--- config.mk ---
export PLATFORM = sky130hd
export DESIGN_NAME = sn74ls197_sched
export DESIGN_NICKNAME = d
export VERILOG_FILES = /design/src/rtl/sn74ls197_sched_pkg.sv /design/src/rtl/sn74ls197_sched_rr_arbiter.sv /design/src/rtl/sn74ls197_sched.sv
export SDC_FILE = /design/constraint.sdc
export NUM_CORES = 1
export LEC_CHECK = 0
export ABC_AREA = 0
export ABC_CLOCK_PERIOD_IN_PS = 2100
export CORE_ASPECT_RATIO = 0.7
export CORE_MARGIN = 3
export CORE_UTILIZATION = 48
export CTS_CLUSTER_DIAMETER = 40
export DETAILED_ROUTE_END_ITERATION = 8
export PLACE_DENSITY = 0.8
export SYNTH_ARGS = -nofsm -noshare
export SYNTH_HDL_FRONTEND = slang
export SYNTH_HIERARCHICAL = 1
export SYNTH_SLANG_ARGS = --single-unit
--- constraint.sdc ---
create_clock -name i_clk -period 2.1 [get_ports i_clk]
set_input_delay 0.42 -clock i_clk [delete_from_list [all_inputs] [get_ports i_clk]]
set_output_delay 0.42 -clock i_clk [all_outputs]
set_load 0.05 [all_outputs]
--- src/rtl/sn74ls197_sched_pkg.sv ---
// Shared definitions for the sn74ls197 run scheduler: FSM encodings, terminal count,
// timeout limit and the round-robin slot helper.
package sn74ls197_sched_pkg;

  typedef enum logic [2:0] {
    ST_IDLE   = 3'd0,
    ST_LOAD   = 3'd1,
    ST_SETTLE = 3'd2,
    ST_CHECK  = 3'd3,
    ST_TICK   = 3'd4,
    ST_DONE   = 3'd5
  } state_t;

  localparam logic [3:0] TERM_CNT   = 4'hF;
  localparam logic [4:0] TICK_LIMIT = 5'd16;

  // Slot visited at step k of a search that starts just after the last winner.
  function automatic int rr_slot(input int last, input int k, input int n);
    return (last + k) % n;
  endfunction

endpackage

--- src/rtl/sn74ls197_sched_rr_arbiter.sv ---
// Round-robin pick: first set request searching upward from (last+1) mod NREQ.
// Purely combinational; gnt_next is all-zero when disabled or nothing is requesting.
module rr_arbiter
  import sn74ls197_sched_pkg::*;
#(
  parameter int NREQ = 2,
  parameter int IW   = (NREQ > 1) ? $clog2(NREQ) : 1
) (
  input  logic [NREQ-1:0] i_req,
  input  logic [IW-1:0]   i_last,
  input  logic            i_enable,
  output logic [NREQ-1:0] o_gnt_next,
  output logic [IW-1:0]   o_index
);

  logic w_found;

  always_comb begin
    o_gnt_next = '0;
    o_index    = '0;
    w_found    = 1'b0;
    for (int k = 1; k <= NREQ; k++) begin
      if (i_enable && !w_found && i_req[rr_slot(int'(i_last), k, NREQ)]) begin
        w_found                                    = 1'b1;
        o_gnt_next[rr_slot(int'(i_last), k, NREQ)] = 1'b1;
        o_index                                    = IW'(rr_slot(int'(i_last), k, NREQ));
      end
    end
  end

endmodule

--- src/rtl/sn74ls197_sched.sv ---
// Shares one sn74ls197 ripple counter between NREQ requesters: load preset, tick to 4'hF, signal done.
// Optional stuck-counter timeout (err output) under SN74LS197_SCHED_TIMEOUT_EN.
module sn74ls197_sched
  import sn74ls197_sched_pkg::*;
#(
  parameter int NREQ     = 2,
  parameter int LOAD_CYC = 2,
  parameter int SETTLE   = 4
) (
  input  logic              i_clk,
  input  logic              i_clr,
  input  logic [NREQ-1:0]   i_req,
  input  logic [4*NREQ-1:0] i_preset,
  output logic [NREQ-1:0]   o_gnt,
  output logic [NREQ-1:0]   o_done,
  output logic              o_busy,
  output logic [3:0]        o_ctr_d,
  output logic              o_ctr_load,
  output logic              o_ctr_clr,
  output logic              o_ctr_clk1,
`ifdef SN74LS197_SCHED_TIMEOUT_EN
  output logic              o_err,
`endif
  input  logic [3:0]        i_ctr_q
);

  localparam int IW   = (NREQ > 1) ? $clog2(NREQ) : 1;
  localparam int TMAX = (LOAD_CYC > SETTLE) ? LOAD_CYC : SETTLE;
  localparam int TW   = $clog2(TMAX) + 1;
  localparam logic [TW-1:0] LOAD_INIT   = TW'(LOAD_CYC - 1);
  localparam logic [TW-1:0] SETTLE_INIT = TW'(SETTLE - 1);

  state_t          r_state, w_state_nxt;
  logic [TW-1:0]   r_timer, w_timer_nxt;
  logic [NREQ-1:0] r_gnt, w_gnt_nxt;
  logic [IW-1:0]   r_idx, w_idx_nxt;
  logic [IW-1:0]   r_last, w_last_nxt;
  logic [3:0]      r_ctr_d, w_ctr_d_nxt;
  logic [NREQ-1:0] r_done, w_done_nxt;
  logic            r_busy, w_busy_nxt;
  logic            r_ctr_load, w_ctr_load_nxt;
  logic            r_ctr_clr, w_ctr_clr_nxt;
  logic            r_ctr_clk1, w_ctr_clk1_nxt;
`ifdef SN74LS197_SCHED_TIMEOUT_EN
  logic [4:0]      r_tick, w_tick_nxt;
  logic            r_err, w_err_nxt;
`endif

  logic [NREQ-1:0] w_arb_gnt;
  logic [IW-1:0]   w_arb_idx;
  logic            w_req_held;

  rr_arbiter #(
    .NREQ (NREQ),
    .IW   (IW)
  ) u_arb (
    .i_req      (i_req),
    .i_last     (r_last),
    .i_enable   (r_state == ST_IDLE),
    .o_gnt_next (w_arb_gnt),
    .o_index    (w_arb_idx)
  );

  // Only the granted requester's line matters once a run is under way.
  assign w_req_held = |(i_req & r_gnt);

  always_ff @(posedge i_clk or negedge i_clr) begin
    if (!i_clr) begin
      r_state <= ST_IDLE;
    end else begin
      r_state <= w_state_nxt;
    end
  end

  always_comb begin
    w_state_nxt = r_state;
    w_timer_nxt = r_timer;
    w_gnt_nxt   = r_gnt;
    w_idx_nxt   = r_idx;
    w_last_nxt  = r_last;
    w_ctr_d_nxt = r_ctr_d;
    w_done_nxt  = '0;
`ifdef SN74LS197_SCHED_TIMEOUT_EN
    w_tick_nxt  = r_tick;
    w_err_nxt   = 1'b0;
`endif
    unique case (r_state)
      ST_IDLE: begin
        if (|w_arb_gnt) begin
          w_state_nxt = ST_LOAD;
          w_gnt_nxt   = w_arb_gnt;
          w_idx_nxt   = w_arb_idx;
          w_ctr_d_nxt = i_preset[4*int'(w_arb_idx) +: 4];
          w_timer_nxt = LOAD_INIT;
`ifdef SN74LS197_SCHED_TIMEOUT_EN
          w_tick_nxt  = '0;
`endif
        end
      end
      ST_DONE: begin
        w_state_nxt = ST_IDLE;
        w_gnt_nxt   = '0;
        w_last_nxt  = r_idx;
      end
      default: begin
        if (!w_req_held) begin
          w_state_nxt = ST_IDLE;
          w_gnt_nxt   = '0;
          w_last_nxt  = r_idx;
        end else begin
          case (r_state)
            ST_LOAD: begin
              if (r_timer == '0) begin
                w_state_nxt = ST_SETTLE;
                w_timer_nxt = SETTLE_INIT;
              end else begin
                w_timer_nxt = r_timer - TW'(1);
              end
            end
            ST_SETTLE: begin
              if (r_timer == '0) begin
                w_state_nxt = ST_CHECK;
              end else begin
                w_timer_nxt = r_timer - TW'(1);
              end
            end
            ST_CHECK: begin
              if (i_ctr_q == TERM_CNT) begin
                w_state_nxt = ST_DONE;
                w_done_nxt  = r_gnt;
`ifdef SN74LS197_SCHED_TIMEOUT_EN
              end else if (r_tick >= TICK_LIMIT) begin
                // A healthy run never needs more than 15 ticks.
                w_state_nxt = ST_IDLE;
                w_gnt_nxt   = '0;
                w_last_nxt  = r_idx;
                w_err_nxt   = 1'b1;
`endif
              end else begin
                w_state_nxt = ST_TICK;
`ifdef SN74LS197_SCHED_TIMEOUT_EN
                w_tick_nxt  = r_tick + 5'd1;
`endif
              end
            end
            ST_TICK: begin
              w_state_nxt = ST_SETTLE;
              w_timer_nxt = SETTLE_INIT;
            end
            default: begin
              w_state_nxt = ST_IDLE;
              w_gnt_nxt   = '0;
            end
          endcase
        end
      end
    endcase

    // Counter pins are registered copies of the next-state decode so they never glitch.
    w_ctr_load_nxt = (w_state_nxt != ST_LOAD);
    w_ctr_clr_nxt  = (w_state_nxt != ST_IDLE);
    w_ctr_clk1_nxt = (w_state_nxt != ST_TICK);
    w_busy_nxt     = (w_state_nxt != ST_IDLE);
  end

  always_ff @(posedge i_clk or negedge i_clr) begin
    if (!i_clr) begin
      r_timer    <= '0;
      r_gnt      <= '0;
      r_idx      <= '0;
      r_last     <= '0;
      r_ctr_d    <= '0;
      r_done     <= '0;
      r_busy     <= 1'b0;
      r_ctr_load <= 1'b1;
      r_ctr_clr  <= 1'b0;
      r_ctr_clk1 <= 1'b1;
`ifdef SN74LS197_SCHED_TIMEOUT_EN
      r_tick     <= '0;
      r_err      <= 1'b0;
`endif
    end else begin
      r_timer    <= w_timer_nxt;
      r_gnt      <= w_gnt_nxt;
      r_idx      <= w_idx_nxt;
      r_last     <= w_last_nxt;
      r_ctr_d    <= w_ctr_d_nxt;
      r_done     <= w_done_nxt;
      r_busy     <= w_busy_nxt;
      r_ctr_load <= w_ctr_load_nxt;
      r_ctr_clr  <= w_ctr_clr_nxt;
      r_ctr_clk1 <= w_ctr_clk1_nxt;
`ifdef SN74LS197_SCHED_TIMEOUT_EN
      r_tick     <= w_tick_nxt;
      r_err      <= w_err_nxt;
`endif
    end
  end

  assign o_gnt      = r_gnt;
  assign o_done     = r_done;
  assign o_busy     = r_busy;
  assign o_ctr_d    = r_ctr_d;
  assign o_ctr_load = r_ctr_load;
  assign o_ctr_clr  = r_ctr_clr;
  assign o_ctr_clk1 = r_ctr_clk1;
`ifdef SN74LS197_SCHED_TIMEOUT_EN
  assign o_err      = r_err;
`endif

endmodule

# Word-level counts from Yosys, hierarchy flattened
# Cells that the tools add are included.
dict set report totals {
  wordCells 93
  register_bits 19
  out_inout_bits 12
  in_bits 16
}
dict set report classes {
  n_eq_ne 12
  n_reduce_logical 19
  n_addsub 3
  shifts 1
  n_lt_le_gt_ge 4
  muxes 38
  bitwise_logic 6
}
# cell n
set ops {}
lappend ops {{3-bit two-way mux} 8}
lappend ops {{2-bit two-way mux} 9}
lappend ops {{1-bit two-way mux} 13}
lappend ops {{3-bit case mux with 2 select lines} 2}
lappend ops {{3-bit case mux with 4 select lines} 1}
lappend ops {{3-bit case mux with 3 select lines} 1}
lappend ops {{8-bit by 4-bit variable part select with 4-bit output} 1}
lappend ops {{3-bit by 2-bit equality test with 1-bit output (second input constant)} 2}
lappend ops {{3-bit equality test (second input constant)} 2}
lappend ops {{3-bit zero test} 2}
lappend ops {{2-bit by 3-bit less-than comparator with 1-bit output (second input constant)} 2}
lappend ops {{2-bit AND reduction} 3}
lappend ops {{2-bit OR reduction} 3}
lappend ops {{1-bit logical AND} 5}
lappend ops {{5-bit AND reduction} 1}
lappend ops {{4-bit equality test (second input constant)} 1}
lappend ops {{2-bit by 1-bit greater-or-equal comparator with 1-bit output (second input constant)} 2}
lappend ops {{4-bit by 2-bit != test with 1-bit output (second input constant)} 1}
lappend ops {{2-bit case mux with 2 select lines} 1}
lappend ops {{4-bit nonzero test} 1}
lappend ops {{4-bit OR reduction} 1}
lappend ops {{3-bit by 1-bit equality test with 1-bit output (second input constant)} 1}
lappend ops {{3-bit by 1-bit != test with 1-bit output (second input constant)} 1}
lappend ops {{3-bit by 2-bit != test with 1-bit output (second input constant)} 1}
lappend ops {{14 further kinds} 18}

# Logic depth before layout (Yosys ltp)
# Gate-level depths: netlist of the first run.
dict set report logic_depth {
  word_depth 15
  depth_mapped 9
  depth_no_buf 7
}

# Cells and area by module
# Netlist of the first run, hierarchy kept.
# module area_each_um2 seq_area_each_um2 n_inst cells_each
set modules_own_cells {}
lappend modules_own_cells {sn74ls197_sched 1069.8 478.0 1 103}
lappend modules_own_cells {rr_arbiter 26.3 0.0 1 6}

# Least setup slack after synthesis of the first run
# No wires, ideal clock.
dict set report synth_timing {
  kind {flip-flop to flip-flop}
  startpoint {register r_state[2]}
  endpoint {register r_timer[2]}
  setup_slack_ps 169
  t_required_ps 1981
  setup_ps 119
  period_less_slack_ps 1931
  path_stages_with_launch 8
  n_path_buf 0
  t_arrival_ps 1813
  cell_sequence {dfrtp_1 -> nor3_2 -> nand2_1 -> a21oi_1 -> nor3_1 -> a2111oi_2 -> nor3_2 -> a21bo_1}
}
dict set report synth_via {
  elab_chain_len 10
  word_cells_on_any_way 23
  cone_classes {eq/ne (6); mux (6); bitwise (2); reduce/logical (9)}
}
# element line_no
set synth_rtl {}
lappend synth_rtl {{start: declaration} sn74ls197_sched.sv:33} ;# state_t r_state, w_state_nxt;
lappend synth_rtl {{start signal: assignment} sn74ls197_sched.sv:71} ;# r_state <= w_state_nxt;
lappend synth_rtl {{3-bit zero test (*)} sn74ls197_sched.sv:59} ;# .i_enable (r_state == ST_IDLE),
lappend synth_rtl {{1-bit logical AND} sn74ls197_sched_rr_arbiter.sv:23} ;# if (i_enable && !w_found && i_req[rr_slot(int'(i_last), k, NREQ)]) begin
lappend synth_rtl {{1-bit two-way mux} sn74ls197_sched_rr_arbiter.sv:23}
lappend synth_rtl {{1-bit zero test} sn74ls197_sched_rr_arbiter.sv:23}
lappend synth_rtl {{1-bit logical AND (2 in series)} sn74ls197_sched_rr_arbiter.sv:23}
lappend synth_rtl {{2-bit two-way mux (*)} sn74ls197_sched_rr_arbiter.sv:23}
lappend synth_rtl {{via w_arb_gnt[1]} sn74ls197_sched.sv:49} ;# logic [NREQ-1:0] w_arb_gnt;
lappend synth_rtl {{2-bit OR reduction (*)} sn74ls197_sched.sv:89} ;# if (|w_arb_gnt) begin
lappend synth_rtl {{2-bit != test (no line) (*)} -}
lappend synth_rtl {{5-bit AND reduction (no line) (*)} -}
lappend synth_rtl {{end signal: assignment} sn74ls197_sched.sv:183} ;# r_timer <= w_timer_nxt;
lappend synth_rtl {{end: declaration} sn74ls197_sched.sv:34} ;# logic [TW-1:0] r_timer, w_timer_nxt;
# The timed path passes the listed nets; every way through them passes the cells marked *. The select of a mux whose other input is x is not followed.
# A chain may end at the register's enable or synchronous reset.

# Final worst setup path of the first run
dict set report layout_timing {
  startpoint {register r_ctr_clk1 (netlist: o_ctr_clk1)}
  endpoint {output o_ctr_clk1}
}
# element line_no
set layout_lines {}
lappend layout_lines {{start: declaration} sn74ls197_sched.sv:43} ;# logic r_ctr_clk1, w_ctr_clk1_nxt;
lappend layout_lines {{start signal: assignment} sn74ls197_sched.sv:192} ;# r_ctr_clk1 <= w_ctr_clk1_nxt;
lappend layout_lines {{end: declaration} sn74ls197_sched.sv:20} ;# output logic o_ctr_clk1,
# No word-level cell between the ends.

==> results.md, run 1 <==
- Ys async rst share: 100%
- CTS Sinks: 19
- Post-synthesis simple-gate area fraction: 19.7%
- DR WL/cell: 14.3 um
- Vert. Die Dim: 46.0 um
- F_max: 486 MHz
- Ant diodes: 0
- XOR/XNOR share of the synthesized area: 0%
- Post-route cell area: 1450 um2
- Starting density of the core: 54.8%
- Max_cap viols: 0
- Hold_ws: ~0.42 ns
- H-tree depth: 1
- RSZ-0062 raised after global routing: no
- CTS resizes: 0
- GRT Util Overall: 18.5%
- Initial antenna violation count: 0
- Library cells used by synthesis: 39
- Most crowded layer after global routing: met2
- Final Hold Fails: 0
- Routability cong.: 0.837
- # nets final: 162
- CP Class: reg2out
- Total wire length: approximately 2.5 mm
- Tightest Pin Transition: about 0.53 ns
- Routed Antenna Nets: 0
- Crit path capture type: primary output
- Leak Pwr: roughly 0.63 nW
- Crit path required time: 1.68 ns
- Max VDD drop: between 0.7 and 0.8 mV
- Outcome: completed
- Worst path cell trace: clkdlybuf4s50_1
- Seq cells post-synth: 19
- Mapped cell area: 1100 um2
- Crit share post-route: 97.9%
- Arr. time, crit path: 1.64 ns
- Rows: 13
- Setup Buffers After CTS: 0
- Cells after DPL: 169
- Worst Skew: 0.0123 ns
- Filler Cells Inserted: ~150
- CTS tree: done
- Placement Cell Area: 1430 um2
- Main combinational cell family by area after synthesis: compound AO/OA/AOI/OAI gates
- HPWL Detailed: between 1.5 and 2 mm
- DRT Pass-1 Iters: 4
- Post-route DRC: 0
- Pwr per Cell Area: 1400 nW/um2
- Commonest non-fill, non-tap cells in the layout: clkdlybuf4s50_1 (27), dfrtp_1 (17), a21oi_1 (11)
- Num CTS Buffers: 3
- Io pins: 28
- EDFF count, synth: 0
- CTS clk-pin slew, worst paths: 0.11 ns
- Synthesis warning total: 6
- Initial DRC count: 25
- CTS root buf: clkbuf_4
- DR vias/cell: around 5.3
- Clock insertion delay at the later pin of the skew report: 0.30 ns
- Vias in the first global route: 904
- Slew margin rel.: 64.3%
- CTS Hold Bufs: 0
- Crit path launch type: flip-flop
- Clock period minus worst slack: 2.06 ns
- Leading cell type in the layout, fill and taps excluded: clkdlybuf4s50_1
- Post-Syn Nets: 127
- Synth Area in Compound Gates: about 20%
- Slew Limit Fails: 0
- Critical path's largest stage delay: 0.79 ns
- Register area share after synthesis: 43.6%
- Overflow after GRT: 0
- Die width: about 63 um
- Post-synthesis mux area share: 7.65%
- Vias: 914
- Adder-cell share of the synthesized area: 2.28%
- I/O Buffers: 27
- Main synth FF type: dfrtp_1
- Met1 Track Usage GR: approximately 22%
- Global-route wire length before repair: 4.06 mm
- GRT met3 Usage: between 5 and 6%
- Layout cells sized above 1: about 18%
- Largest net degree at the start of global routing: 17
- Core footprint: 2000 um2
- # setup viols final: 0
- Critical path's slowest cell: clkdlybuf4s50_1
- DIE AREA: 2900 um2
- Met2 Track Usage GR: about 34%
- Final core utilization: 72.6%
- Bufs on Longest Clock Path: 2
- CP max FO: 1
- Critical path's top delay family: buffers and inverters
- Cells after Synth: 109
- Avg Inst Size Synth: 10.1 um2
- Final Non-Filler Cells: 173
- CP bufs+invs: 1
- Tot Pwr: 2.03 mW
- Min-delay worst type: in2async
- Layout area overhead: 32.5%
-- through the flow --
| stage | setup slack [ns] | setup TNS [ns] |
|---|---|---|
| after floorplan | 0.169 | 0 |
| after global placement | 0.0339 | 0 |
| after detailed placement | -0.0108 | -0.0108 |
| after CTS | 0.0331 | 0 |
| after global routing | 0.0127 | 0 |
| final | 0.0439 | 0 |
-- path summary, 6_finish.rpt --
check                                          to  depth (start not counted)                    from  slack, ns
min in group i_clk         r_timer[0]$_DFFE_PN0P_                          1  r_timer[0]$_DFFE_PN0P_       0.48
max in group asynchronous      r_last$_DFFE_PN0P_                          2                   i_clr       1.18
min                           o_ctr_clr$_DFF_PN0_                          1                   i_clr       0.42
max reg2reg                r_timer[2]$_DFFE_PN0P_                          7    r_state[2]$_DFF_PN0_       0.13
min reg2reg                r_timer[0]$_DFFE_PN0P_                          1  r_timer[0]$_DFFE_PN0P_       0.48
max                                    o_ctr_clk1                          1    o_ctr_clk1$_DFF_PN1_       0.04
-- layer usage --
layer,part of all wire (%),up-vias
li1,-,458
met1,45,435
met2,50,19
met3,5.0,2
met4,0.40,0
met5,0,-
-- Yosys cell counts (all sizes together), types with 3 or more instances --
cell / count / area share (%)
nand3: 3 / 1.4
and2: 5 / 2.9
a21oi: 11 / 5.0
buf: 6 / 4.2
nand2: 7 / 2.4
mux2: 3 / 3.1
inv: 6 / 2.1
nor3: 8 / 4.6
dfrtp: 17 / 39
nor2: 9 / 3.3
a22o: 3 / 2.4
o21a: 3 / 2.1
mux2i: 5 / 4.6
-- state kept, by name (all words and copies together), names as in the netlist --
signal,flops
r_state,3
o_ctr_load,1
o_ctr_clr,1
r_timer,3
o_ctr_d,4
o_ctr_clk1,1
r_last,1
o_done,2
r_idx,1
o_gnt,2
-- final cells by class --
type                       count  area (um2)  share of cell area [%]
multi-input combinational     78         549                    37.8
timing repair buffer          36         338                    23.3
clock buffer                   3        22.5                    1.55
tap                           30        37.5                    2.58
inverter                       6        22.5                    1.55
sequential                    19         478                    32.9
clock inverter                 1        5.00                   0.345
-- kinds of logic (layout without fill, tap and decap cells) --
| group | after synthesis | count (layout) |
|---|---|---|
| simple gates | 40 | 40 |
| compound gates | 28 | 28 |
| flops | 19 | 19 |
| buf+inv | 12 | 46 |
| mux | 8 | 8 |
| fa+ha+maj | 2 | 2 |
-- where the power goes --
group	switching (mW)	internal, mW	leakage (nW)
registers	0.0886	0.500	0.233
clock network	0.113	0.0710	0.0177
logic	0.756	0.501	0.375
No activity file was read; power rests on OpenSTA's default activity.
==> run 2: changes to the inputs <==
--- a/config.mk
+++ b/config.mk
@@ -6,7 +6,8 @@
 export NUM_CORES = 1
 export LEC_CHECK = 0
 export ABC_AREA = 0
-export ABC_CLOCK_PERIOD_IN_PS = 2100
+export ABC_CLOCK_PERIOD_IN_PS = 2200
+export CAP_MARGIN = 20
 export CORE_ASPECT_RATIO = 0.7
 export CORE_MARGIN = 3
 export CORE_UTILIZATION = 48
==> constraint.sdc (replaced) <==
create_clock -name i_clk -period 2.2 [get_ports i_clk]
set_input_delay 0.44 -clock i_clk [delete_from_list [all_inputs] [get_ports i_clk]]
set_output_delay 0.44 -clock i_clk [all_outputs]
set_load 0.05 [all_outputs]
==> run 2 against run 1 <==
Flip-flop and latch count unchanged; clock-buffer cell count did not move; die area stayed put; cell count is the same; critical path type unchanged.
==> results.md, run 2 (synthesis gave the netlist of run 1 again) <==
- Vias in the first global route: 952 (+5.3%)
- # nets final: 162 (unchanged)
- Global-route wire length before repair: 4.21 mm (+3.7%)
- Core footprint: 2000 um2 (unchanged)
- Outcome: completed
- Tot Pwr: 1.94 mW (-4.4%)
- Worst path cell trace: clkdlybuf4s50_1
- GRT Util Overall: 19.0% (+0.52 points)
- CTS root buf: clkbuf_4
- Sw Ratio: 47.2% (about the same)
- Max VDD drop: 0.688 mV (-4.7%)
- I/O Buffers: 27 (unchanged)
- Critical path's top delay family: buffers and inverters
- DIE AREA: 2900 um2 (unchanged)
- Routed Antenna Nets: 0 (unchanged)
- F_max: roughly 480 MHz
- Final Hold Fails: 0 (unchanged)
- Layout area overhead: 32.5% (unchanged)
- Clock insertion delay at the later pin of the skew report: 0.30 ns (about the same)
- Final core utilization: 72.6% (unchanged)
- CTS clk-pin slew, worst paths: 0.11 ns (about the same)
- Commonest non-fill, non-tap cells in the layout: clkdlybuf4s50_1 (27), dfrtp_1 (17), a21oi_1 (11)
- HPWL Detailed: 2.02 mm (+6.1%)
- CTS tree: done
- CP Class: reg2out
- Num CTS Buffers: 3 (unchanged)
- Arr. time, crit path: 1.63 ns (about the same)
- Cells after DPL: 169 (unchanged)
- Slew margin rel.: 65.0% (+0.71 points)
- Leak Pwr: 0.626 nW (unchanged)
- Setup TNS: 0 ns (unchanged)
- Ant diodes: 0 (unchanged)
- Starting density of the core: 54.8% (unchanged)
- Largest net degree at the start of global routing: 17 (unchanged)
- Hold_ws: 0.431 ns (+0.0148 ns)
- Total wire length: 2.51 mm (+1.4%)
- Min-delay worst type: in2async
- Max_cap viols: 0 (unchanged)
- CTS Hold Bufs: 0 (unchanged)
- Clock period minus worst slack: 2.07 ns
- Worst Reg-to-Reg Cells: 7 (unchanged)
- Layout cells sized above 1: 18.2% (unchanged)
- Crit share post-route: 93.9%
- Cell Int Power: 1.02 mW (-4.4%)
- DRT Pass-1 Iters: 5 (+1)
- H-tree depth: 1 (unchanged)
- Logic pwr share: 62.2% (+0.3 points)
- Initial antenna violation count: 0 (unchanged)
- CP Depth: 1 (unchanged)
- # setup viols final: 0 (unchanged)
- Slew Limit Fails: 0 (unchanged)
- CP bufs+invs: 1 (unchanged)
- Tightest Pin Transition: 0.523 ns (-0.0106 ns)
- Crit path required time: 1.76 ns (+0.08 ns)
- Setup Buffers After CTS: 0 (unchanged)
- Clock power frac: 9.1% (about the same)
- Initial DRC count: 26 (+4.0%)
- RSZ-0062 raised after global routing: no
- Worst Skew: 0.0123 ns (+0.0000639 ns)
- DR vias/cell: 5.47 (+3.5%)
- Vias: 946 (+3.5%)
- Leading cell type in the layout, fill and taps excluded: clkdlybuf4s50_1
- Crit path capture type: primary output
- Max reg flops: 4 (unchanged)
- Routability cong.: 0.822 (-1.7%)
- Io pins: 28 (unchanged)
- Post-route DRC: 0 (unchanged)
- DR WL/cell: 14.5 um (+1.4%)
- CP max FO: 1 (unchanged)
- Rows: 13 (unchanged)
- Critical path's slowest cell: clkdlybuf4s50_1
- R2R Setup Slk: 0.25 ns (+0.12 ns)
- Bufs on Longest Clock Path: 2 (unchanged)
- Critical path's largest stage delay: 0.79 ns (about the same)
- Final Non-Filler Cells: 173 (unchanged)
- Crit path launch type: flip-flop
- Vert. Die Dim: 46.0 um (unchanged)
- Pwr per Cell Area: 1340 nW/um2 (-4.4%)
- Reg power frac: 28.8% (-0.2 points)
- CTS Sinks: 19 (unchanged)
- Overflow after GRT: 0 (unchanged)
- Die width: 63.1 um (unchanged)
- CTS resizes: 0 (unchanged)
- NetSw: 0.917 mW (-4.3%)
[run 2: cell counts in the layout (fill, tap and decap cells not counted)]
Identical to the previous run, type by type.
[run 2: final timing paths]
path	start	to
max in group asynchronous	i_clr	o_ctr_d[0]$_DFFE_PN0P_
min in group i_clk	r_timer[0]$_DFFE_PN0P_	r_timer[0]$_DFFE_PN0P_
setup / recovery	o_ctr_clk1$_DFF_PN1_	o_ctr_clk1
hold reg to reg	r_timer[0]$_DFFE_PN0P_	r_timer[0]$_DFFE_PN0P_
hold / removal	i_clr	r_state[2]$_DFF_PN0_
setup reg to reg	r_state[2]$_DFF_PN0_	r_timer[2]$_DFFE_PN0P_
[run 2: power by group through the flow]
stage	clock network, mW	logic [mW]	registers, mW
2_1_floorplan	0	0.611	0.807
3_3_place_gp	0	1.17	0.564
3_5_place_dp	0	1.20	0.567
4_1_cts	0.182	1.21	0.559
5_1_grt	0.195	1.29	0.576
6_report	0.176	1.21	0.558
[run 2: cell type report]
type,count,area [um2]
Fill cell,149,548
Multi-Input combinational cell,78,549
Clock inverter,1,5.00
Timing Repair Buffer,36,338
Sequential cell,19,478
Inverter,6,22.5
Clock buffer,3,22.5
Tap cell,30,37.5
[run 2: per-stage QoR]
step	setup WS, ns	area, um2
floorplan	0.269	1100
global placement	0.116	1430
detailed placement	0.0641	1430
CTS	0.128	1450
global route	0.101	1450
finish	0.134	1450
[run 2: routing by layer]
layer	global-route usage, %	wire, um
met1	21.3	1060
met2	35.0	1260
met3	6.17	155
met4	6.58	44
met5	0	0
